==> src/rtl/peripheral_sqrt_gen.sv <==
// Memory-mapped integer square-root peripheral with a bit-serial root engine
// (one root bit per cycle), sticky done/overrun status and a registered interrupt.
module peripheral_sqrt_gen #(
  parameter int DATA_W = 32,
  parameter int WIDTH  = 32
) (
  input  logic              clk,
  input  logic              reset,
  input  logic [DATA_W-1:0] d_in,
  input  logic              cs,
  input  logic [4:0]        addr,
  input  logic              rd,
  input  logic              wr,
  output logic [DATA_W-1:0] d_out,
  output logic              irq
);

  localparam int HALF = WIDTH / 2;
  localparam int CW   = $clog2(HALF + 1);

  localparam logic [4:0] A_OPERAND = 5'h04;
  localparam logic [4:0] A_CTRL    = 5'h08;
  localparam logic [4:0] A_ROOT    = 5'h0C;
  localparam logic [4:0] A_REM     = 5'h10;
  localparam logic [4:0] A_STATUS  = 5'h14;

  typedef enum logic [0:0] {S_IDLE, S_CALC} state_t;

  state_t            state_q, state_d;
  logic [WIDTH-1:0]  operand_q;
  logic              irq_en_q, done_q, overrun_q;
  logic [HALF-1:0]   root_q;
  logic [HALF:0]     rem_q;
  logic [WIDTH-1:0]  op_sh;
  logic [HALF-1:0]   w_root;
  logic [HALF:0]     w_rem;
  logic [CW-1:0]     cnt;

  // Bus handshake: cs&rd and cs&wr are single-cycle strobes sampled on the
  // rising edge; there is no backpressure, and a read returns pre-write state.
  logic rd_en, wr_en, operand_wr, ctrl_wr, start_req, clr_req;
  logic busy, start_ok, last;

  assign rd_en      = cs && rd;
  assign wr_en      = cs && wr;
  assign operand_wr = wr_en && (addr == A_OPERAND);
  assign ctrl_wr    = wr_en && (addr == A_CTRL);
  assign start_req  = ctrl_wr && d_in[0];
  assign clr_req    = ctrl_wr && d_in[2];
  assign busy       = (state_q == S_CALC);
  assign start_ok   = start_req && !busy;
  assign last       = busy && (cnt == CW'(1));

  // One iteration: bring down the next operand pair and trial-subtract {root,01}.
  logic [1:0]      pair;
  logic [HALF+2:0] cat_rem, trial;
  logic [HALF:0]   diff, rem_nx;
  logic [HALF-1:0] root_nx;
  logic            ge;

  always_comb begin
    pair    = op_sh[WIDTH-1 -: 2];
    cat_rem = {w_rem, pair};
    trial   = {1'b0, w_root, 2'b01};
    ge      = (cat_rem >= trial);
    diff    = cat_rem[HALF:0] - trial[HALF:0];
    rem_nx  = ge ? diff : cat_rem[HALF:0];
    root_nx = {w_root[HALF-2:0], ge};
  end

  always_comb begin
    state_d = state_q;
    case (state_q)
      S_IDLE:  if (start_req) state_d = S_CALC;
      S_CALC:  if (cnt == CW'(1)) state_d = S_IDLE;
      default: state_d = S_IDLE;
    endcase
  end

  logic [DATA_W-1:0] rd_data;

  always_comb begin
    rd_data = '0;
    case (addr)
      A_OPERAND: rd_data[WIDTH-1:0] = operand_q;
      A_CTRL:    rd_data[1]         = irq_en_q;
      A_ROOT:    rd_data[HALF-1:0]  = root_q;
      A_REM:     rd_data[HALF:0]    = rem_q;
      A_STATUS:  rd_data[2:0]       = {overrun_q, busy, done_q};
      default:   rd_data            = '0;
    endcase
  end

  always_ff @(posedge clk or posedge reset) begin
    if (reset) begin
      state_q   <= S_IDLE;
      operand_q <= '0;
      irq_en_q  <= 1'b0;
      done_q    <= 1'b0;
      overrun_q <= 1'b0;
      root_q    <= '0;
      rem_q     <= '0;
      op_sh     <= '0;
      w_root    <= '0;
      w_rem     <= '0;
      cnt       <= '0;
      d_out     <= '0;
      irq       <= 1'b0;
    end else begin
      state_q <= state_d;
      irq     <= done_q & irq_en_q;
      if (rd_en)      d_out     <= rd_data;
      if (operand_wr) operand_q <= d_in[WIDTH-1:0];
      if (ctrl_wr)    irq_en_q  <= d_in[1];

      if (start_ok) begin
        op_sh  <= operand_q;
        w_root <= '0;
        w_rem  <= '0;
        cnt    <= CW'(HALF);
      end else if (busy) begin
        op_sh  <= op_sh << 2;
        w_root <= root_nx;
        w_rem  <= rem_nx;
        cnt    <= cnt - CW'(1);
      end

      // Result registers only move on the final iteration, never mid-calculation.
      if (last) begin
        root_q <= root_nx;
        rem_q  <= rem_nx;
      end

      if (last)                      done_q <= 1'b1;
      else if (start_ok || clr_req)  done_q <= 1'b0;

      if (start_req && busy) overrun_q <= 1'b1;
      else if (clr_req)      overrun_q <= 1'b0;
    end
  end

endmodule

==> config.mk <==
export PLATFORM = sky130hd
export DESIGN_NAME = peripheral_sqrt_gen
export DESIGN_NICKNAME = d
export VERILOG_FILES = /design/src/rtl/peripheral_sqrt_gen.sv
export SDC_FILE = /design/constraint.sdc
export NUM_CORES = 1
export LEC_CHECK = 0
export CAP_MARGIN = 40
export CORE_MARGIN = 2
export CORE_UTILIZATION = 55
export DETAILED_ROUTE_END_ITERATION = 7
export PLACE_DENSITY = 0.87
export SYNTH_ARGS = -nofsm -noshare
export SYNTH_HDL_FRONTEND = slang
export SYNTH_SLANG_ARGS = --single-unit
==> constraint.sdc <==
create_clock -name clk -period 12.5 [get_ports clk]
set_input_delay 1.875 -clock clk [delete_from_list [all_inputs] [get_ports clk]]
set_output_delay 1.875 -clock clk [all_outputs]
set_load 0.01 [all_outputs]
Word level (Yosys, flattened, before mapping)
Index checks and enable logic that the tools add are counted.

Logic and storage cells: 60. Output and inout port bits: 33. Input bits: 42. Bits in registers: 172.

Muxes and demuxes: 22. $lt $le $gt $ge: 1. Equal/unequal tests: 6. Reduce and logical (&&, ||, !) cells: 14. Add/subtract/negate cells: 2. Bitwise gates (word level): 2.

Operator list (number): 32-bit two-way mux (2); 17-bit two-way mux (3); 13-bit case mux with 3 select lines (1); 16-bit two-way mux (2); 19-bit by 18-bit greater-or-equal comparator with 1-bit output (1); 17-bit subtractor (1); 15-bit two-way mux (1); 5-bit by 4-bit equality test with 1-bit output, second input constant (2); 5-bit equality test, second input constant (2); 5-bit two-way mux (2); 1-bit logical AND (9); 1-bit case mux with 4 select lines (2); 1-bit two-way mux (6); 2-bit nonzero test (3); 5-bit by 1-bit equality test with 1-bit output, second input constant (1); 5-bit by 3-bit equality test with 1-bit output, second input constant (1); 1-bit case mux with 5 select lines (1); 5-bit by 1-bit subtractor with 5-bit output, second input constant (1); 1-bit case mux with 2 select lines (2); 1-bit AND (1); 1-bit logical NOT (1); 1-bit logical OR (1); 1-bit inverter (1).

Logic depth before layout (Yosys ltp)
Depth after elaboration: 7. Mapped depth: 10. Mapped depth without buffers: 8.

Least setup slack after synthesis
Ideal clock, no wire load.

Path type: input to register. Start: in addr[2]. End: reg operand_q[0]. Arrival time: 3447 ps. Data required time: 12375 ps. Slack: 8928 ps. Stages: 7. Cell sequence: clkbuf_1 nand2_1 nor2_2 and3_1 clkbuf_1 buf_2 mux2_2.

Cells in the longest elaborated chain, start to end: 2.

Ends and longest elaborated chain: start, declared (line 11) `input logic [4:0] addr,`; 5-bit by 3-bit equality test with 1-bit output (line 46) `assign operand_wr = wr_en && (addr == A_OPERAND);`; 1-bit logical AND (line 46); end signal, assigned (line 113) `if (operand_wr) operand_q <= d_in[WIDTH-1:0];`; end, declared (line 30) `logic [WIDTH-1:0] operand_q;`.

Every way passes these cells. A chain may end at the register's enable or synchronous reset.

Worst setup path in the final report
Start: in addr[4]. End: reg operand_q[8].

The elaborated chain is that of the path after synthesis.

==> out/qor.txt <==
outcome - completed
Longest Clk Path Bufs - 2
Total GRT Usage - 0.254
FP Rows - 44
post-synth top area cell - dfrtp_1
initial antenna violation count - 0
Worst Setup Start Kind - input pin
delay of the slowest critical-path stage - 0.77 ns
P_leak - 4.32 nW
critical-path maximum fanout - 29
nets - 920
Max Cap Viol - 0
vias in the first global route - 6353
Num CTS Buffers - 17
placed cell areas - 9180 sq um
Tmin final - 4.70 ns
Worst Tran Pin Value - 0.981 ns
setup_tns - 0 ns
Post-CTS Resized - 0
Fillers - 1006
Routed Antenna Nets - 0
I/O pin count - 75
Crit. End Element - register
dpl hpwl - 12800 microns
register area share after synthesis - 0.518
Crit path max-delay family - simple AND/OR/NAND/NOR gates
PwrDens - 228 nW/um^2
Fmax - 0.213 GHz
cts hold-fix bufs - 0
critical path required time - 12.80 ns
Area Overhead vs Synth - 18.1%
commonest non-fill, non-tap cell in the layout - dfrtp_1
CTS tree - built
die height - 127 microns
mean number of vias per cell - 6.08
initial drt markers - 600
number of synthesized flops with an enable pin - 0
RSZ-0062 raised after global routing - no
design area - 9800 sq um
Sink Count - 172
first-pass GRT wire length - 32600 microns
Multi-input gate area - 3700 sq um
number of buffers and inverters on the critical path - 2
clock transition at the registers of the reported paths - 0.06 ns
syn nets - 867
DRC - 0
Slew Viols, Final - 0
Final WS setup - 7.80 ns
most frequent cells in the layout - dfrtp_1, nand2_1, o21ai_0
detailed-router iteration count before antenna repair - 7
CP Data Arrival Time - 5.00 ns
Placement Setup Slack - 7.51 ns
Worst VDD drop - 0.0926 mV
post-synthesis cell count - 805
routed vias - 6410
Synth area leaders - dfrtp_1, mux2_2, mux2i_1
Netlist cell types - 55
CP Cell Sequence - clkdlybuf4s50_1, nor3_1, nand2_1, nor2_2, and3_1, buf_4, mux2_2
Clock Skew - 0.00901 ns
Main synth FF type - dfrtp_1
Final period util - 0.376
Worst Hold Class - register to register
final wirelength - 19700 microns
flops & latches, synth - 172
Final Setup Violations - 0
die area - 16100 sq um
Critical Path Slowest Stage Cell - nor2_2
initial core utilization - 0.567
share of layout cells above drive strength 1 - 0.121
sequential cell area - 4310 sq um
grt ovf - 0
Fin. Hold Viols - 0
clk root buf - clkbuf_16
clk_lat worst skew - 0.42 ns
Slew HR - 0.344
largest net degree at the start of global routing - 102
gp weighted congestion - 0.841
Syn Std Cell Area - 8300 sq um
setup bufs post-CTS - 0
FFs w/ async S/R, synth - 1.00
CORE AREA - 14600 sq um
Ys Warns - 0
post-synth top area share - 0.518
CP Class - input pin to register
Die Wd - 127 microns
Antenna diodes - 0
Post-Syn Area per Cell - 10.3 sq um
Port Buffers - 74
WL per Instance - 18.7 microns
CTS H-tree lvls - 4
## tightest hold or removal path, stage by stage, from the launching register on
cell and delay (ns):
dfrtp_1 0.34, nand2_1 0.04, o21ai_0 0.06
## state kept, by name, indices dropped and copies added (netlist names)
signal and flops:
busy 1, cnt 5, d_out 32, done_q 1
irq 1, irq_en_q 1, op_sh 32, operand_q 32
overrun_q 1, rem_q 17, root_q 16, w_rem 17
w_root 16
## per-layer routing
layer  wire length (microns)  GRT usage  share of wire  vias to the layer above
li1                        -          -              -                     2935
met1                    8400      0.331           0.43                     3156
met2                    9510      0.423           0.48                      265
met3                    1270     0.0485          0.065                       54
met4                     552     0.0983          0.028                        0
met5                       0          0              0                        -
## synthesized netlist by cell type (5+ instances only)
master,n
mux2_2,55
a31oi_1,6
nand4_1,6
clkbuf_1,33
a21o_1,9
mux2i_1,56
o22ai_1,8
o31ai_1,17
buf_2,9
xnor2_1,8
dfrtp_1,172
o21ai_0,78
a21oi_1,42
o21a_1,5
inv_1,23
o211ai_1,8
ha_1,20
nand2_1,137
nand3_1,12
nor2_1,37
## stage by stage
step,total power [mW],hold slack (ns),instances,util
final,2.24,0.478,1054,0.669
after global routing,2.37,0.507,1054,0.669
after detailed placement,1.66,0.466,1023,0.627
after floorplan,1.44,0.447,805,-
after global placement,1.62,0.461,1020,0.622
after CTS,2.23,0.482,1054,0.669
## kinds of logic (layout without fill, tap and decap cells)
kind of cell	Yosys count	count (layout)	synth area share
AO/OA/AOI/OAI	198	198	0.148
XOR/XNOR	11	11	0.0116
adder cells (fa/ha/maj)	20	20	0.0301
buffers and inverters	72	137	0.0366
flip-flops	172	172	0.518
multiplexers	111	111	0.142
AND/OR/NAND/NOR	221	221	0.113
## final timing paths
path	start	end	slack [ns]	cells past startpoint
min in group asynchronous	reset	operand_q[15]	1.99	2
max in group asynchronous	reset	d_out[9]	9.29	4
min reg2reg	d_out[21]	d_out[21]	0.48	2
max reg2reg	w_root[1]	rem_q[13]	9.49	8
min	d_out[21]	d_out[21]	0.48	2
max	addr[4]	operand_q[8]	7.80	7
## power breakdown
group          internal (mW)  switching (mW)
logic                  0.363           0.503
registers              0.699           0.120
clock network          0.349           0.204
## layout make-up
class,instances,share of cell area
Timing Repair Buffer,82,0.0865
Inverter,24,0.00970
Clock buffer,24,0.0491
Multi-Input combinational cell,561,0.378
Clock inverter,7,0.0140
Sequential cell,172,0.439
Tap cell,184,0.0235
(Power assumes the default switching activity.)
